$ cat src/rtl/keypad_scan.sv
// 4x4 matrix keypad scanner: column drive, row sync, ghost rejection, frame debounce, one-hot key code.
// Optional auto-repeat of key_valid while a key is held: define KEYPAD_REPEAT_EN.
module keypad_scan #(
    parameter int SCAN_DIV            = 50000,
    parameter int DEBOUNCE_FRAMES     = 5,
    parameter int REPEAT_DELAY_FRAMES = 125,
    parameter int REPEAT_RATE_FRAMES  = 25
) (
    input  logic        clk,
    input  logic        rst_n,
    input  logic [3:0]  row_in,
    output logic [3:0]  col_out,
    output logic [15:0] onehot,
    output logic        key_valid,
    output logic        key_down
);

    localparam int DW = (SCAN_DIV > 1) ? $clog2(SCAN_DIV) : 1;
    localparam int SW = $clog2(DEBOUNCE_FRAMES + 1);
    localparam logic [DW-1:0] DIV_LAST = DW'(SCAN_DIV - 1);
    localparam logic [SW-1:0] DEB_MAX  = SW'(DEBOUNCE_FRAMES);

    logic [3:0]    row_meta, row_sync;
    logic [DW-1:0] div_cnt;
    logic [1:0]    col_idx;
    logic [15:0]   frame_acc, frame_next, frame_code, candidate;
    logic [SW-1:0] stable_cnt;
    logic          tick, frame_end, single_hot, update;

    // Rows idle high through the pull-ups, so the synchronizer resets to "no key".
    // NOTE: every register here uses <= so all flops sample the same pre-edge values.
    always_ff @(posedge clk or negedge rst_n) begin
        if (!rst_n) begin
            row_meta <= 4'hF;
            row_sync <= 4'hF;
        end else begin
            row_meta <= row_in;
            row_sync <= row_meta;
        end
    end

    assign tick      = (div_cnt == DIV_LAST);
    assign frame_end = tick && (col_idx == 2'd3);
    assign col_out   = ~(4'b0001 << col_idx);

    always_ff @(posedge clk or negedge rst_n) begin
        if (!rst_n) begin
            div_cnt <= '0;
            col_idx <= 2'd0;
        end else if (tick) begin
            div_cnt <= '0;
            col_idx <= col_idx + 2'd1;
        end else begin
            div_cnt <= div_cnt + 1'b1;
        end
    end

    // NOTE: defaulting frame_next before the loop keeps this block purely combinational.
    always_comb begin
        frame_next = frame_acc;
        for (int r = 0; r < 4; r++) begin
            frame_next[{2'(r), col_idx}] = ~row_sync[r];
        end
    end

    // Zero or several bits (including ghosts) both collapse to "no key".
    assign single_hot = (frame_next != 16'd0) && ((frame_next & (frame_next - 16'd1)) == 16'd0);
    assign frame_code = single_hot ? frame_next : 16'd0;

    always_ff @(posedge clk or negedge rst_n) begin
        if (!rst_n) begin
            frame_acc  <= 16'd0;
            candidate  <= 16'd0;
            stable_cnt <= '0;
        end else if (tick) begin
            if (col_idx == 2'd3) begin
                frame_acc <= 16'd0;
                if (frame_code == candidate) begin
                    if (stable_cnt != DEB_MAX) begin
                        stable_cnt <= stable_cnt + 1'b1;
                    end
                end else begin
                    candidate  <= frame_code;
                    stable_cnt <= SW'(1);
                end
            end else begin
                frame_acc <= frame_next;
            end
        end
    end

    assign update = (stable_cnt == DEB_MAX) && (candidate != onehot);

`ifdef KEYPAD_REPEAT_EN
    localparam int RPT_MAX = (REPEAT_DELAY_FRAMES > REPEAT_RATE_FRAMES) ? REPEAT_DELAY_FRAMES
                                                                         : REPEAT_RATE_FRAMES;
    localparam int RW = $clog2(RPT_MAX + 1);

    logic [RW-1:0] rpt_cnt, rpt_next;
    logic          rpt_armed, rpt_fire, repeat_pulse;

    // First repeat waits the long delay; once armed, the short rate applies.
    assign rpt_next     = rpt_cnt + 1'b1;
    assign rpt_fire     = rpt_armed ? (rpt_next == RW'(REPEAT_RATE_FRAMES))
                                    : (rpt_next == RW'(REPEAT_DELAY_FRAMES));
    assign repeat_pulse = !update && frame_end && key_down && rpt_fire;

    always_ff @(posedge clk or negedge rst_n) begin
        if (!rst_n) begin
            rpt_cnt   <= '0;
            rpt_armed <= 1'b0;
        end else if (update) begin
            rpt_cnt   <= '0;
            rpt_armed <= 1'b0;
        end else if (frame_end && key_down) begin
            if (rpt_fire) begin
                rpt_cnt   <= '0;
                rpt_armed <= 1'b1;
            end else begin
                rpt_cnt <= rpt_next;
            end
        end
    end
`else
    logic repeat_pulse;
    assign repeat_pulse = 1'b0;
`endif

    always_ff @(posedge clk or negedge rst_n) begin
        if (!rst_n) begin
            onehot    <= 16'd0;
            key_down  <= 1'b0;
            key_valid <= 1'b0;
        end else begin
            key_valid <= repeat_pulse;
            if (update) begin
                onehot    <= candidate;
                key_down  <= |candidate;
                key_valid <= |candidate;
            end
        end
    end

endmodule

$ cat config.mk
export PLATFORM = sky130hd
export DESIGN_NAME = keypad_scan
export DESIGN_NICKNAME = d
export VERILOG_FILES = /design/src/rtl/keypad_scan.sv
export SDC_FILE = /design/constraint.sdc
export NUM_CORES = 1
export LEC_CHECK = 0
export ABC_AREA = 1
export CAP_MARGIN = 10
export CORE_MARGIN = 4
export CORE_UTILIZATION = 60
export DETAILED_ROUTE_END_ITERATION = 10
export GPL_TIMING_DRIVEN = 0
export PLACE_DENSITY = 0.8
export RECOVER_POWER = 50
export SLEW_MARGIN = 20
export SYNTH_ARGS = -nofsm -noshare
export SYNTH_HDL_FRONTEND = slang
export SYNTH_SLANG_ARGS = --single-unit
$ cat constraint.sdc
create_clock -name clk -period 3.05 [get_ports clk]
set_input_delay 0.4575 -clock clk [delete_from_list [all_inputs] [get_ports clk]]
set_output_delay 0.4575 -clock clk [all_outputs]
set_load 0.1 [all_outputs]
==> flow_summary.json, run 1 <==
{
  "status": "finished with violations",
  "violations": "capacitance limit, slew limit, setup timing",
  "cts_buffers": 9,
  "fin_ws_ps": -267.7,
  "critPathKind": "flop to flop",
  "stdcell_count": 811,
  "ir_drop_mv": 0.2517,
  "insertion_delay_ps": 360,
  "max_freq_ghz": 0.3014,
  "yosys_warnings": 0,
  "rows": 31,
  "reg2reg_from": "col_idx[1]",
  "diodes": 0,
  "syn_area_per_cell_um2": 7.313,
  "cts.sinks": 79,
  "finalClockSkew_ps": 11.55,
  "power_frac_clock_pct": 39.3,
  "async_flop_share_pct": 100.0,
  "wl_per_cell_um": 16.40,
  "placed_cell_area_mm2": 0.005077,
  "worst-r2r-cell-count": 23,
  "synth_most_common_cell": "nand2_1",
  "areaGrowthSynthToFinish_pct": 27.11,
  "path_clk_slew_ps": 80,
  "antenna_left": 0,
  "nFillCells": 492,
  "drt_first_pass_iters": 5,
  "final_area_mm2": 0.005931,
  "cp-startpoint": "col_idx[1]",
  "switching_share_pct": 25.03,
  "boundaryPins": 28,
  "synth_compound_area_share_pct": 9.547,
  "worst_hold_slack_ps": 358.0,
  "die_area_mm2": 0.009251,
  "yosys.area_share.xor_xnor_pct": 2.628,
  "p_switching_w": 0.0005079,
  "core_mm2": 0.007408,
  "reg2reg_to": "candidate[0]",
  "hp-class": "flop to flop",
  "htreeDepth": 3,
  "synth-adder-area-share_pct": 1.877,
  "crit_fanout": 5,
  "root_buffer": "clkbuf_8",
  "port-buffer-count": 27,
  "arrival_ps": 3570,
  "hold_viol_final": 0,
  "leakagePower_nw": 2.862,
  "layout.nets": 720,
  "synth-seq-cells": 79,
  "die_x_um": 96.18,
  "p_int_w": 0.001521,
  "syn_area_mm2": 0.004666,
  "rsz0062_at_grt": "true",
  "synthTopCellsByCount": "nand2_1, dfrtp_1, inv_1",
  "first_global_vias": 4450,
  "worstPathRequired_ps": 3300,
  "fin_crit_sh_pct": 108.8,
  "whs_path_depth": 0,
  "grt_use_total_pct": 29.18,
  "synth_top_family_by_area": "simple AND/OR/NAND/NOR gates",
  "viasPerCell": 5.864,
  "antenna_found_initial": 0,
  "rrSetupSlack_ps": -270,
  "worst_slew_pin_slew_ps": 2032,
  "yosys.area_share.simple_pct": 34.14,
  "final.min_clock_period_ps": 3318,
  "cts.path.max_buffers": 2,
  "syn_nets": 651,
  "dieHeight_um": 96.18,
  "drt-total-wl_um": 13300,
  "start_kind": "flop",
  "cp-end-kind": "flop",
  "worstSetupEndpoint": "candidate[0]",
  "grt_pass1_wl_um": 20840,
  "netlist.area_leader.share_pct": 38.08,
  "synth_cell_types": 34,
  "dp_hpwl_um": 8567,
  "max-slew-margin-rel_pct": -35.47,
  "synth_edf_count": 0,
  "place_congestion": 0.9721,
  "synth.yosys.seq_area_share_pct": 42.59,
  "placed_cells": 765,
  "vias": 4756,
  "synth_area_leaders": "dfrtp_1, nand2_1, inv_1",
  "ys.flop_type": "dfrtp_1",
  "muxShareOfSynthArea_pct": 0,
  "pwr-share-comb_pct": 8.4,
  "drc_errors": 0,
  "first_iter_violations": 416,
  "synth_area_leader_cell": "dfrtp_1",
  "grt.overflow.total": 0,
  "drive_gt1_share_pct": 20.93,
  "netlist_instances": 638,
  "cts_tree": "yes",
  "setup_violations": 19,
  "grt_start_max_net_pins": 42,
  "drv_slew": 40,
  "p_seq_share_pct": 52.3,
  "max-cap-violations": 1,
  "powerDensity_mw_per_mm2": 342.1,
  "start_util_pct": 62.98
}
[final cells by class]
type	instances	area (um2)	area share (%)
clock buffers	11	141.4	2.384
repair buffers	58	605.6	10.21
multi-input cells	462	2510	42.32
clock inverters	5	58.81	0.9916
inverters	76	292.8	4.937
well taps	99	123.9	2.089
flip-flops and latches	79	1988	33.52
plain buffers	21	210.2	3.544
[logic make-up (layout without fill, tap and decap cells)]
family                   count (synthesis)  count (layout)
AND/OR/NAND/NOR                        365             365
buffers and inverters                   97             171
AO/OA/AOI/OAI                           76              76
flip-flops                              79              79
adder cells (fa/ha/maj)                  7               7
XOR/XNOR                                14              14
[how the worst min path moves through the flow]
stage                start      endpoint
2_1_floorplan        rst_n  candidate[0]
3_3_place_gp   row_meta[0]   row_sync[0]
3_5_place_dp   row_meta[3]   row_sync[3]
4_1_cts              rst_n     onehot[5]
5_1_grt        row_meta[0]   row_sync[0]
6_report       row_meta[0]   row_sync[0]
[metal layers]
layer	GRT usage (%)	vias to the layer above	wire length [um]
li1	-	2204	-
met1	36.31	2233	5280
met2	48.59	245	6366
met3	4.378	74	980
met4	15.76	0	671
met5	0	-	0
[worst max-delay path: stages (launching register included)]
cell	delay, ps
dfrtp_1	400
inv_2	90
ha_4	190
clkbuf_16	160
o21ai_4	160
nand2_2	130
nor2_4	160
nand2_1	60
nand2_1	50
nand2_1	50
nor2_1	100
nand2_1	100
nor2_4	190
buf_4	180
nand3_1	170
nand2_1	110
nand2_1	60
nor2_1	130
nand2_1	80
nor2_2	90
nand2_2	90
nand2_4	100
bufbuf_16	270
o21ai_1	60
[cells in the final DEF, fill, tap and decap left out, types with 2 or more instances in the layout]
cell type        instances
nand2_1                183
dfrtp_1                 70
inv_1                   68
nor2_1                  52
nand4_1                 34
nand3_1                 28
nand2_2                 25
o21ai_0                 24
clkdlybuf4s50_1         22
buf_6                   19
buf_4                   17
o21ai_1                 15
o21ai_2                 10
o31ai_1                 10
clkbuf_8                10
a21oi_1                  9
xor2_1                   9
clkbuf_1                 8
nor2_4                   8
dfstp_2                  8
nor4_1                   7
nor2_2                   6
nand3_2                  6
inv_2                    5
nor3_1                   5
buf_8                    5
xnor2_1                  5
o21ai_4                  5
ha_1                     4
dlygate4sd3_1            4
inv_4                    3
or2_2                    3
nand2_4                  3
ha_4                     3
clkbuf_16                3
nor3b_1                  2
clkinvlp_4               2
[flip-flops by register name, summed over array words and instances, names as in the netlist]
| name | cells |
|---|---|
| frame_acc | 16 |
| row_meta | 4 |
| candidate | 16 |
| key_valid | 1 |
| onehot | 16 |
| stable_cnt | 3 |
| col_idx | 2 |
| row_sync | 4 |
| div_cnt | 16 |
| key_down | 1 |
[repair_timing]
| item | CTS | global route |
|---|---|---|
| hold buffers | 0 | 0 |
| pin swaps | 18 | 14 |
| resized for setup | 74 | 37 |
| gates cloned | 8 | 3 |
| buffers inserted | 16 | 3 |
| setup endpoints to repair | 18 | 19 |
[per-stage QoR]
stage	TNS (ps)	utilization, %	total power, W	setup slack, ps
floorplan	0	-	0.001151	70.19
detailed placement	-2681	68.54	0.001203	-178.5
finish	-4475	80.05	0.002029	-267.7
CTS	-1190	77.28	0.002020	-90.10
global placement	-87370	68.30	0.001198	-1180
global route	-9669	80.05	0.002091	-496.9
[power groups by stage]
stage                     combinational [W]  sequential (W)  clock [W]
after floorplan                   0.0000713         0.00108          0
after global placement             0.000117         0.00108          0
after detailed placement           0.000122         0.00108          0
after CTS                          0.000156         0.00106   0.000802
after global routing               0.000182         0.00106   0.000847
final                              0.000171         0.00106   0.000797
Note: power is estimated with default switching activity, not from simulation.
==> inputs of run 2 (changes only) <==
--- a/config.mk
+++ b/config.mk
@@ -8,12 +8,12 @@
 export ABC_AREA = 1
 export CAP_MARGIN = 10
 export CORE_MARGIN = 4
-export CORE_UTILIZATION = 60
+export CORE_UTILIZATION = 54
 export DETAILED_ROUTE_END_ITERATION = 10
 export GPL_TIMING_DRIVEN = 0
-export PLACE_DENSITY = 0.8
-export RECOVER_POWER = 50
+export PLACE_DENSITY = 0.76
 export SLEW_MARGIN = 20
 export SYNTH_ARGS = -nofsm -noshare
 export SYNTH_HDL_FRONTEND = slang
 export SYNTH_SLANG_ARGS = --single-unit
+export TNS_END_PERCENT = 5
==> constraint.sdc (replaced) <==
create_clock -name clk -period 2.8 [get_ports clk]
set_input_delay 0.42 -clock clk [delete_from_list [all_inputs] [get_ports clk]]
set_output_delay 0.42 -clock clk [all_outputs]
set_load 0.1 [all_outputs]
==> run 2 against run 1 <==
  * The run ends with setup timing left
  * Final area down 3.5%
  * Core utilization down 11 points
  * First-iteration DRC count down 52%
  * Total power grew 12%
  * Via count down 3.2%
  * Critical path depth stayed put
  * Sequential power up 9%
  * Clock-buffer cell count increased by 1
  * Sequential cell count unchanged
  * Clock skew about the same
  * Setup slack got worse by 160 ps
==> flow_summary.json, run 2 (synthesized netlist as in run 1, its figures left out) <==
{
  "status": "finished with violations",
  "violations": "setup timing",
  "finalClockSkew_ps": 11.21,
  "drt_first_pass_iters": 5,
  "wl_per_cell_um": 15.35,
  "cts.sinks": 79,
  "fin_crit_sh_pct": 115.4,
  "leakagePower_nw": 2.790,
  "grt_use_total_pct": 24.62,
  "drv_slew": 0,
  "reg2reg_from": "col_idx[0]",
  "regArea_mm2": 0.001987,
  "diodes": 0,
  "grt.overflow.total": 0,
  "port-buffer-count": 27,
  "antenna_found_initial": 0,
  "setup_violations": 19,
  "drt-total-wl_um": 12340,
  "place_congestion": 0.9517,
  "first_iter_violations": 199,
  "die_x_um": 101.0,
  "worstPathRequired_ps": 3050,
  "antenna_left": 0,
  "rsz0062_at_grt": "true",
  "worst-r2r-cell-count": 23,
  "areaGrowthSynthToFinish_pct": 22.61,
  "stdcell_count": 804,
  "final.min_clock_period_ps": 3232,
  "layout.nets": 707,
  "vias": 4604,
  "hp-class": "flop to flop",
  "max-cap-violations": 0,
  "critPathKind": "flop to flop",
  "grt_start_max_net_pins": 52,
  "core_mm2": 0.008299,
  "nFillCells": 645,
  "arrival_ps": 3480,
  "insertion_delay_ps": 370,
  "drive_gt1_share_pct": 16.45,
  "powerDensity_mw_per_mm2": 397.8,
  "final_area_mm2": 0.005720,
  "layout_commonest_cell": "nand2_1",
  "multi_input_area_mm2": 0.002421,
  "start_util_pct": 56.22,
  "fin_ws_ps": -432.0,
  "ir_drop_mv": 0.3006,
  "htreeDepth": 3,
  "max_freq_ghz": 0.3094,
  "reg2reg_to": "candidate[10]",
  "worst_slew_pin_slew_ps": 964.2,
  "root_buffer": "clkbuf_8",
  "rows": 33,
  "mostFrequentLayoutCells": "nand2_1, dfrtp_1, inv_1, nor2_1, nand4_1",
  "viasPerCell": 5.726,
  "die_area_mm2": 0.01019,
  "hold_viol_final": 0,
  "whs_path_depth": 0,
  "first_global_vias": 4217,
  "cp-startpoint": "col_idx[0]",
  "boundaryPins": 28,
  "cts_buffers": 9,
  "cp-end-kind": "flop",
  "drc_errors": 0,
  "crit_fanout": 10,
  "path_clk_slew_ps": 80,
  "cts_tree": "yes",
  "cts.path.max_buffers": 2,
  "placed_cell_area_mm2": 0.005110,
  "rrSetupSlack_ps": -430,
  "pre_cts_ws_ps": -470.0,
  "fin_tns_setup_ps": -6884,
  "max-slew-margin-rel_pct": 35.52,
  "dp_hpwl_um": 8455,
  "grt_pass1_wl_um": 19950,
  "dieHeight_um": 101.0,
  "worstSetupEndpoint": "candidate[10]",
  "placed_cells": 771,
  "start_kind": "flop"
}
run 2: changes by cell type in the layout (fill, tap and decap cells not counted), sizes merged:
cell / before / now
dlymetal6s2s: 0 / 1
bufbuf: 1 / 0
bufinv: 1 / 2
buf: 41 / 31
clkinvlp: 2 / 0
clkbuf: 22 / 20
dlygate4sd3: 4 / 1
dlygate4sd2: 0 / 3
run 2: routing by layer:
metal | track usage [%] | wire length (um) | vias to the layer above
li1 | - | - | 2183
met1 | 32.77 | 5318 | 2174
met2 | 39.04 | 5775 | 200
met3 | 5.398 | 764 | 47
met4 | 10.02 | 480 | 0
met5 | 0 | 0 | -
run 2: cell type report:
type / count / share of cell area [%]
repair buffers: 45 / 8.158
well taps: 105 / 2.297
plain buffers: 21 / 3.434
multi-input cells: 462 / 42.32
flip-flops and latches: 79 / 34.73
clock inverters: 4 / 1.225
inverters: 76 / 5.293
clock buffers: 12 / 2.537
run 2: timing repair:
action	in CTS	in global routing
gates resized for setup	44	32
pin swaps	8	15
endpoints found under the hold margin	20	0
setup buffers	5	3
hold buffers	1	0
endpoints found under the setup margin	23	20
cloned	4	4
run 2: per-stage QoR:
| step | power (W) | utilization, % | hold slack [ps] |
|---|---|---|---|
| 6_report | 0.002276 | 68.93 | 358.7 |
| 5_1_grt | 0.002357 | 68.93 | 364.4 |
| 4_1_cts | 0.002273 | 66.70 | 360.8 |
| 3_5_place_dp | 0.001312 | 61.57 | 349.1 |
| 3_3_place_gp | 0.001306 | 61.27 | 345.6 |
| 2_1_floorplan | 0.001254 | - | 124.4 |
run 2: where the power goes:
group | internal (W) | switching [W] | total [W]
combinational | 0.0000630 | 0.000108 | 0.000171
clock | 0.000525 | 0.000424 | 0.000948
sequential | 0.00115 | 0.00000539 | 0.00116
total | 0.00174 | 0.000537 | 0.00228
run 2: worst min-delay path by stage:
stage                              end         from
after global placement     row_sync[1]  row_meta[1]
after floorplan           candidate[0]        rst_n
final                      row_sync[2]  row_meta[2]
after CTS                  row_sync[2]  row_meta[2]
after detailed placement   row_sync[2]  row_meta[2]
after global routing       row_sync[0]  row_meta[0]
run 2: worst max-delay path, stage by stage (launching register included):
cell and delay, ps:
dfrtp_1 390, inv_2 70, ha_2 200, buf_4 170
o21ai_4 210, buf_4 150, nand2_1 90, nor2_1 140
nand3_1 80, nand2_1 60, nand3_1 100, nor2_4 190
buf_6 140, buf_6 140, nand4_1 130, nand2_1 110
nor2_2 40, nand2_1 80, nor2_2 40, nand2_2 100
nand2_4 120, clkbuf_16 220, nand2_1 50, o21ai_1 70
==> inputs of run 3 (changes only) <==
--- a/config.mk
+++ b/config.mk
@@ -8,10 +8,10 @@
 export ABC_AREA = 1
 export CAP_MARGIN = 10
 export CORE_MARGIN = 4
-export CORE_UTILIZATION = 54
+export CORE_UTILIZATION = 65
 export DETAILED_ROUTE_END_ITERATION = 10
 export GPL_TIMING_DRIVEN = 0
-export PLACE_DENSITY = 0.76
+export PLACE_DENSITY = 0.86
 export SLEW_MARGIN = 20
 export SYNTH_ARGS = -nofsm -noshare
 export SYNTH_HDL_FRONTEND = slang
==> constraint.sdc (replaced) <==
create_clock -name clk -period 4.2 [get_ports clk]
set_input_delay 0.63 -clock clk [delete_from_list [all_inputs] [get_ports clk]]
set_output_delay 0.63 -clock clk [all_outputs]
set_load 0.1 [all_outputs]
==> run 3 against run 2 <==
  * The flow now finishes without violations
  * Highest routed layer unchanged
  * Routed wire length decreased by 8.0%
  * Clock power decreased by 41%
  * Critical endpoint is now stable_cnt[0]
  * Sequential share of layout area increased by 3.0 points
  * Clock skew increased by 1.6 ps
  * Critical path type unchanged
  * Register-to-register slack improved by 1300 ps
  * Largest cell class unchanged
  * Combinational power decreased by 48%
  * Hold slack got worse by 130 ps
==> flow_summary.json, run 3 (synthesized netlist as in run 1, its figures left out) <==
{
  "drt-total-wl_um": 11360,
  "setup_violations": 0,
  "cts.path.max_buffers": 2,
  "final_area_mm2": 0.005263,
  "cts_resized": 0,
  "wl_per_cell_um": 14.60,
  "viasPerCell": 5.656,
  "hp-class": "input port to asynchronous set/reset pin",
  "fin_util_pct": 76.61,
  "layout_commonest_cell": "nand2_1",
  "diodes": 0,
  "dieHeight_um": 92.73,
  "grt_use_total_pct": 28.29,
  "areaGrowthSynthToFinish_pct": 12.79,
  "rows": 30,
  "place_congestion": 0.9473,
  "layout.nets": 690,
  "fin_tns_setup_ps": 0,
  "insertion_delay_ps": 350,
  "vias": 4400,
  "worstPathRequired_ps": 4460,
  "antenna_found_initial": 0,
  "critPathKind": "flop to flop",
  "root_buffer": "clkbuf_8",
  "port-buffer-count": 27,
  "htreeDepth": 3,
  "max-cap-violations": 0,
  "cts_tree": "yes",
  "crit_fanout": 10,
  "die_area_mm2": 0.008598,
  "path_clk_slew_ps": 90,
  "grt.overflow.total": 0,
  "cts_hold_buf": 0,
  "arrival_ps": 3570,
  "grt_pass1_wl_um": 19390,
  "cts_buffers": 9,
  "placed_cell_area_mm2": 0.005074,
  "cts.sinks": 79,
  "post_cts_buffers": 0,
  "ir_drop_mv": 0.3018,
  "rsz0062_at_grt": "false",
  "boundaryPins": 28,
  "leakagePower_nw": 2.609,
  "hold_viol_final": 0,
  "finalClockSkew_ps": 12.78,
  "drive_gt1_share_pct": 10.26,
  "nFillCells": 546,
  "start_kind": "flop",
  "worst_slew_pin_slew_ps": 978.5,
  "max-slew-margin-rel_pct": 34.56,
  "cp-end-kind": "flop",
  "mostFrequentLayoutCells": "nand2_1, inv_1, dfrtp_1, nor2_1, nand4_1",
  "die_x_um": 92.73,
  "first_global_vias": 4074,
  "drv_slew": 0,
  "powerDensity_mw_per_mm2": 269.8,
  "first_iter_violations": 299,
  "dp_hpwl_um": 8382,
  "fin_crit_sh_pct": 78.83,
  "core_mm2": 0.006869,
  "drc_errors": 0,
  "start_util_pct": 67.92,
  "max_freq_ghz": 0.3020,
  "final.min_clock_period_ps": 3311,
  "drt_first_pass_iters": 5,
  "antenna_left": 0,
  "grt_start_max_net_pins": 43,
  "status": "completed"
}
## run 3: cell types whose count changed in the layout (fill, tap and decap cells not counted), sizes merged
cell	delta
buf	-14
bufinv	-1
clkbuf	-4
clkdlybuf4s50	+4
clkinv	+1
clkinvlp	+1
dlygate4sd2	-3
dlygate4sd3	-1
dlymetal6s2s	-1
inv	+1
## run 3: path summary, 6_finish.rpt
| check | from | to | slack, ps | depth (start not counted) |
|---|---|---|---|---|
| worst max-delay path | col_idx[0] | stable_cnt[0] | 890 | 23 |
| worst min-delay path | rst_n | onehot[6] | 230 | 1 |
| worst max register to register | col_idx[0] | stable_cnt[0] | 890 | 23 |
| worst min register to register | row_meta[1] | row_sync[1] | 360 | 0 |
| max in group asynchronous | rst_n | row_sync[3] | 3310 | 2 |
| min in group clk | row_meta[1] | row_sync[1] | 360 | 0 |
## run 3: where the power goes
group | total, W | leakage, nW | switching [W] | internal (W)
logic | 0.0000891 | 1.45 | 0.0000625 | 0.0000267
registers | 0.000771 | 1.06 | 0.00000361 | 0.000767
clock network | 0.000560 | 0.0964 | 0.000286 | 0.000274
## run 3: metal layers
metal / global-route usage [%] / up-vias / wire [um]
li1: - / 2136 / -
met2: 46.59 / 178 / 5456
met5: 0 / - / 0
met1: 37.33 / 2048 / 4949
met3: 4.062 / 38 / 592
met4: 12.33 / 0 / 359
## run 3: area by class of cell
type                       instances  area [um2]  share of cell area [%]
inverter                          76       285.3                   5.421
timing repair buffer              28       287.8                   5.468
tap                               96       120.1                   2.282
clock inverter                     6       61.31                   1.165
sequential                        79        1987                   37.76
buffer                            21       145.1                   2.758
clock buffer                      10       127.6                   2.425
multi-input combinational        462        2248                   42.72
## run 3: critical path, stage by stage (launching register included)
cell	delay (ps)
dfrtp_1	380
inv_1	90
ha_1	200
buf_4	170
o21ai_1	290
nand2_2	120
nor2_2	140
nand2_1	90
nand2_1	70
nand2_1	50
nor2_1	90
nand2_1	70
nor2_2	100
buf_4	180
buf_2	260
nand4_1	160
nand2_1	100
nand2_1	50
nor2_1	100
nand2_1	70
nor2_1	180
nand4_1	110
nand2_1	90
inv_1	40
## run 3: metrics by stage
stage	power [W]	setup WS, ps	hold slack [ps]	std cells
finish	0.001420	889.2	229.7	778
detailed placement	0.0008726	997.1	347.2	762
global placement	0.0008692	-181.0	345.5	761
floorplan	0.0008362	1220	334.4	638
CTS	0.001423	967.0	244.2	778
global route	0.001469	497.0	257.8	778
